**src/rtl/id_stream_gen_pkg.sv**
```systemverilog
// Shared constants, state encoding and index helpers for the identifier
// token generator and its character ROM.
package id_stream_gen_pkg;

  localparam logic [7:0] ASCII_a  = 8'h61;
  localparam logic [7:0] ASCII_A  = 8'h41;
  localparam logic [7:0] ASCII_0  = 8'h30;
  localparam logic [7:0] ASCII_SP = 8'h20;

  localparam logic [4:0] LETTER_WRAP = 5'd25;
  localparam logic [3:0] DIGIT_WRAP  = 4'd9;

  typedef enum logic [1:0] {
    IDLE = 2'd0,
    LET  = 2'd1,
    DIG  = 2'd2,
    SEP  = 2'd3
  } state_e;

  typedef enum logic [1:0] {
    CLS_NONE   = 2'd0,
    CLS_LETTER = 2'd1,
    CLS_DIGIT  = 2'd2,
    CLS_SEP    = 2'd3
  } char_class_e;

  // Out-of-range start indices fall back to the first symbol of the alphabet.
  function automatic logic [4:0] clamp_letter(input logic [4:0] v);
    return (v > LETTER_WRAP) ? 5'd0 : v;
  endfunction

  function automatic logic [3:0] clamp_digit(input logic [3:0] v);
    return (v > DIGIT_WRAP) ? 4'd0 : v;
  endfunction

  function automatic logic [4:0] next_letter(input logic [4:0] v);
    return (v == LETTER_WRAP) ? 5'd0 : v + 5'd1;
  endfunction

  function automatic logic [3:0] next_digit(input logic [3:0] v);
    return (v == DIGIT_WRAP) ? 4'd0 : v + 4'd1;
  endfunction

endpackage

```
**src/rtl/id_stream_gen_rom.sv**
```systemverilog
// Combinational character ROM: maps (class, index, case) to an ASCII byte.
module id_char_rom
  import id_stream_gen_pkg::*;
#(
  parameter logic [7:0] SEP_CHAR = ASCII_SP
) (
  input  char_class_e cls_i,
  input  logic [4:0]  index_i,
  input  logic        upper_i,
  output logic [7:0]  ascii_o
);

  always_comb begin
    ascii_o = 8'h00;
    case (cls_i)
      CLS_LETTER: ascii_o = (upper_i ? ASCII_A : ASCII_a) + {3'b000, index_i};
      CLS_DIGIT:  ascii_o = ASCII_0 + {3'b000, index_i};
      CLS_SEP:    ascii_o = SEP_CHAR;
      default:    ascii_o = 8'h00;
    endcase
  end

endmodule

```
**src/rtl/id_stream_gen.sv**
```systemverilog
// Identifier token generator: emits letters, digits and an optional separator
// over a valid/ready byte stream, flagging chars a recogniser should match.
module id_stream_gen
  import id_stream_gen_pkg::*;
#(
  parameter logic [7:0] SEP_CHAR = ASCII_SP,
  parameter bit         EMIT_SEP = 1'b1
) (
  input  logic       clk,
  input  logic       rst_n,
  input  logic       start_i,
  input  logic [3:0] letter_cnt_i,
  input  logic [3:0] digit_cnt_i,
  input  logic [4:0] first_letter_i,
  input  logic [3:0] first_digit_i,
  input  logic       upper_i,
  output logic [7:0] char_o,
  output logic       char_valid_o,
  input  logic       char_ready_i,
  output logic       expect_match_o,
  output logic       busy_o,
  output logic       done_o,
  output logic       err_o
);

  state_e      state_q, state_d;
  logic [4:0]  idx_q, idx_d;
  logic [3:0]  dv_q, dv_d;
  logic [3:0]  let_rem_q, let_rem_d;
  logic [3:0]  dig_rem_q, dig_rem_d;
  logic        upper_q, upper_d;
  logic        done_q, done_d;
  logic        err_q, err_d;
  logic        xfer;

  char_class_e rom_cls;
  logic [4:0]  rom_index;
  logic [7:0]  rom_ascii;

  id_char_rom #(
    .SEP_CHAR (SEP_CHAR)
  ) u_rom (
    .cls_i   (rom_cls),
    .index_i (rom_index),
    .upper_i (upper_q),
    .ascii_o (rom_ascii)
  );

  always_ff @(posedge clk or negedge rst_n) begin
    if (!rst_n) begin
      state_q   <= IDLE;
      idx_q     <= 5'd0;
      dv_q      <= 4'd0;
      let_rem_q <= 4'd0;
      dig_rem_q <= 4'd0;
      upper_q   <= 1'b0;
      done_q    <= 1'b0;
      err_q     <= 1'b0;
    end else begin
      state_q   <= state_d;
      idx_q     <= idx_d;
      dv_q      <= dv_d;
      let_rem_q <= let_rem_d;
      dig_rem_q <= dig_rem_d;
      upper_q   <= upper_d;
      done_q    <= done_d;
      err_q     <= err_d;
    end
  end

  // Every non-IDLE state presents a char, so a transfer is just ready there.
  assign xfer = (state_q != IDLE) && char_ready_i;

  always_comb begin
    state_d   = state_q;
    idx_d     = idx_q;
    dv_d      = dv_q;
    let_rem_d = let_rem_q;
    dig_rem_d = dig_rem_q;
    upper_d   = upper_q;
    done_d    = 1'b0;
    err_d     = 1'b0;
    case (state_q)
      IDLE: begin
        if (start_i) begin
          if (letter_cnt_i != 4'd0) begin
            state_d   = LET;
            idx_d     = clamp_letter(first_letter_i);
            dv_d      = clamp_digit(first_digit_i);
            let_rem_d = letter_cnt_i;
            dig_rem_d = digit_cnt_i;
            upper_d   = upper_i;
          end else begin
            err_d = 1'b1;
          end
        end
      end
      LET: begin
        if (xfer) begin
          idx_d     = next_letter(idx_q);
          let_rem_d = let_rem_q - 4'd1;
          if (let_rem_q == 4'd1) begin
            if (dig_rem_q != 4'd0) begin
              state_d = DIG;
            end else if (EMIT_SEP) begin
              state_d = SEP;
            end else begin
              state_d = IDLE;
              done_d  = 1'b1;
            end
          end
        end
      end
      DIG: begin
        if (xfer) begin
          dv_d      = next_digit(dv_q);
          dig_rem_d = dig_rem_q - 4'd1;
          if (dig_rem_q == 4'd1) begin
            if (EMIT_SEP) begin
              state_d = SEP;
            end else begin
              state_d = IDLE;
              done_d  = 1'b1;
            end
          end
        end
      end
      SEP: begin
        if (xfer) begin
          state_d = IDLE;
          done_d  = 1'b1;
        end
      end
      default: state_d = IDLE;
    endcase
  end

  // Outputs decode registered state only, so they hold while the sink stalls.
  always_comb begin
    char_valid_o   = 1'b0;
    expect_match_o = 1'b0;
    busy_o         = 1'b0;
    rom_cls        = CLS_NONE;
    rom_index      = 5'd0;
    case (state_q)
      LET: begin
        char_valid_o = 1'b1;
        busy_o       = 1'b1;
        rom_cls      = CLS_LETTER;
        rom_index    = idx_q;
      end
      DIG: begin
        char_valid_o   = 1'b1;
        busy_o         = 1'b1;
        expect_match_o = 1'b1;
        rom_cls        = CLS_DIGIT;
        rom_index      = {1'b0, dv_q};
      end
      SEP: begin
        char_valid_o = 1'b1;
        busy_o       = 1'b1;
        rom_cls      = CLS_SEP;
      end
      default: ;
    endcase
  end

  assign char_o = rom_ascii;
  assign done_o = done_q;
  assign err_o  = err_q;

endmodule
```
**config.mk**
```make
export PLATFORM = sky130hd
export DESIGN_NAME = id_stream_gen
export DESIGN_NICKNAME = d
export VERILOG_FILES = /design/src/rtl/id_stream_gen_pkg.sv /design/src/rtl/id_stream_gen_rom.sv /design/src/rtl/id_stream_gen.sv
export SDC_FILE = /design/constraint.sdc
export NUM_CORES = 1
export LEC_CHECK = 0
export CORE_MARGIN = 5
export CORE_UTILIZATION = 52
export DETAILED_ROUTE_END_ITERATION = 8
export PLACE_DENSITY = 0.8
export SLEW_MARGIN = 20
export SYNTH_ARGS = -nofsm -noshare
export SYNTH_HDL_FRONTEND = slang
export SYNTH_SLANG_ARGS = --single-unit
export TNS_END_PERCENT = 30
```
**constraint.sdc**
```tcl
create_clock -name clk -period 4.6 [get_ports clk]
set_input_delay 0.92 -clock clk [delete_from_list [all_inputs] [get_ports clk]]
set_output_delay 0.92 -clock clk [all_outputs]
set_load 0.005 [all_outputs]
```
==> flow_metrics.py <==
metrics = {
    "final_layout": {
        "n_antenna_cell": 0,
        "drive_gt1_share_pct": 4.98,
        "final_cell_count_no_fill": 287,
        "area_delta_synth_final_pct": 21.2,
        "final_util_pct": 65.6,
        "final_nets": 279,
        "fill_cells": 331,
    },
    "logic_synthesis": {
        "ys.flop_type": "dfrtp_1",
        "synthCells": 215,
        "yosys_warnings": 0,
        "yosys.cell_types.count": 56,
        "synth.largest_area_cell": "dfrtp_1",
        "synth_top_area_share_pct": 30.3,
        "ys_async_sr_fraction_pct": 100,
        "synth_seq_cells": 22,
        "synth_edf_count": 0,
        "synthTopCellsByArea": "dfrtp_1 30%, ha_1 10%, o21ai_0 5.5%, mux2i_1 3.3%, inv_1 3.3%",
        "seq_area_frac_synth_pct": 30.3,
        "synthTopCellsByCount": "22 x dfrtp_1, 20 x o21ai_0, 16 x inv_1",
        "synth_area_um2": 1820,
        "avgSynthCellArea_um2": 8.46,
        "syn_nets": 252,
        "synth_most_common_cell": "dfrtp_1",
    },
    "hold_path": {
        "hold_class": "reg -> reg",
        "worstHoldPathCells": 2,
    },
    "sta": {
        "worst_pin_slew_ns": 0.888,
        "clock-skew-final_ns": 0.00980,
        "relSlewSlack_pct": 40.5,
        "setup_tns_ns": 0,
        "finalSetupViolCount": 0,
        "hold_violations": 0,
        "rsz0062_at_grt": "no",
        "fmax_ghz": 0.251,
        "slew_viol_final": 0,
        "fin_crit_sh_pct": 86.4,
        "layout_setup_ws_ns": 0.623,
        "finalCriticalPeriod_ns": 3.98,
    },
    "floorplan": {
        "start_util_pct": 54.1,
        "ios": 35,
        "die_height_um": 69.2,
        "dieArea_um2": 4780,
        "fp-row-count": 21,
        "core_area_um2": 3360,
        "die_w_um": 69.2,
    },
    "worst_setup_path": {
        "critPathLaunchType": "flip-flop",
        "cp_max_fo": 13,
        "critPathBufInv": 3,
        "arrival_ns": 3.06,
        "critical_path_required_ns": 3.68,
        "critPathSlowestCell": "or4_1",
        "path_class": "reg -> out",
        "cp_cell_sequence": "inv_1 > ha_1 > clkinv_1 > or4_1 > a31oi_1 > clkdlybuf4s50_1",
        "cp.depth": 6,
        "critPathTopFamily": "buffers and inverters",
        "worstSetupEndpointType": "output port",
        "r2r_cells": 6,
        "cpPeakStageDelay_ns": 0.60,
    },
    "global_routing": {
        "grt_max_degree": 23,
        "grt_pass1_vias": 1618,
        "grt_util_all_layers_pct": 17.8,
        "grt_overflow": 0,
        "antenna_found_initial": 0,
        "grt_pass1_wl_um": 7210,
    },
    "placement": {
        "dpl.cell_count": 283,
        "place_ws_ns": 0.954,
        "place_hpwl_um": 3230,
        "io_buffers": 34,
        "gp_congestion": 0.912,
    },
    "detailed_routing": {
        "first_pass_iters": 4,
        "drtAntennaViolNets": 0,
        "vias": 1740,
        "wl_per_cell_um": 15.2,
        "drc_errors": 0,
        "drt-initial-drc-count": 167,
        "via_per_inst": 6.06,
        "finalWirelength_um": 4370,
    },
    "clock_network": {
        "post_cts_buffers": 0,
        "clk_latency_ns": 0.32,
        "cts_max_level": 1,
        "cts.sinks": 22,
        "cts_repair_resize_count": 0,
        "root_buffer": "clkbuf_4",
        "numCtsBuffers": 3,
        "cts_hold_buf": 0,
        "cts_tree": "done",
        "clockBufferDepth": 2,
        "path_clk_slew_ns": 0.13,
    },
    "power_and_ir_drop": {
        "leakage_nw": 0.906,
        "ir_worst_vdd_uv": 371,
        "fin_total_pwr_mw": 1.39,
        "power_density_nw_per_um2": 632,
    },
    "job": {
        "maxCapViolations": 0,
    },
    "outcome": {
        "status": "finished clean",
    },
}
-- logic make-up (layout without fill, tap and decap cells) --
family          count (synthesis)  count (layout)  synth area share, %
simple gates                   73              73                 21.7
xor+xnor                        5               5                 2.41
flops                          22              22                 30.3
fa+ha+maj                      15              15                 10.3
buf+inv                        29              55                 6.81
compound gates                 63              63                 23.9
mux                             8               8                 4.54
-- power breakdown --
part | leakage (nW) | internal [mW] | switching, mW
combinational | 0.605 | 0.384 | 0.458
sequential | 0.273 | 0.283 | 0.116
clock | 0.0279 | 0.0881 | 0.0649
total | 0.906 | 0.755 | 0.640
-- tightest hold or removal path, delay by kind of cell (launching register included) --
family / cells / cell delay [ns]
compound gates: 1 / 0.06
simple gates: 1 / 0.05
flops: 1 / 0.40
-- sequential cells by signal (all words and copies together), names as in the netlist --
name / count
dig_rem_q: 4
upper_q: 1
let_rem_q: 4
idx_q: 5
dv_q: 4
done_o: 1
state_q: 2
err_o: 1
-- cells in the final DEF, fill, tap and decap left out, types with 4 or more instances in the layout --
cell and instances:
nor2_1 13, o21ai_0 20, inv_1 16, mux2i_1 6, nand3_1 10, clkdlybuf4s50_1 33, nand2_1 14, nor3_1 4
ha_1 15, nand4_1 4, and2_1 4, dfrtp_1 22, a21oi_1 11
-- final cells by class --
| class | count | area [µm²] | share of cell area (%) |
|---|---|---|---|
| Clock buffer | 3 | 22.5 | 1.02 |
| Inverter | 17 | 63.8 | 2.89 |
| Timing Repair Buffer | 34 | 335 | 15.2 |
| Sequential cell | 22 | 551 | 25.0 |
| Tap cell | 46 | 57.6 | 2.61 |
| Multi-Input combinational cell | 164 | 1140 | 51.9 |
| Clock inverter | 1 | 30.0 | 1.36 |
-- per-stage QoR --
step,hold WS [ns],instance area (µm²)
floorplan,0.472,1820
global placement,0.505,2160
detailed placement,0.510,2160
CTS,0.540,2210
global route,0.578,2200
finish,0.543,2200
-- final timing paths --
path / start / endpoint / slack [ns]
max in group asynchronous: rst_n / idx_q[3]$_DFFE_PN0P_ / 3.68
setup reg to reg: state_q[0]$_DFFE_PN0P_ / dv_q[0]$_DFFE_PN0P_ / 1.84
setup / recovery: state_q[1]$_DFFE_PN0P_ / char_o[3] / 0.62
min in group asynchronous: rst_n / idx_q[1]$_DFFE_PN0P_ / 0.56
hold / removal: let_rem_q[1]$_DFFE_PN0P_ / let_rem_q[1]$_DFFE_PN0P_ / 0.54
hold reg to reg: let_rem_q[1]$_DFFE_PN0P_ / let_rem_q[1]$_DFFE_PN0P_ / 0.54
-- layer usage --
| layer | global-route usage [%] | wire length [µm] |
|---|---|---|
| met5 | 0 | 0 |
| met2 | 29.9 | 2050 |
| met1 | 23.0 | 1960 |
| met3 | 3.78 | 306 |
| met4 | 4.99 | 46 |
(Power assumes the default switching activity.)
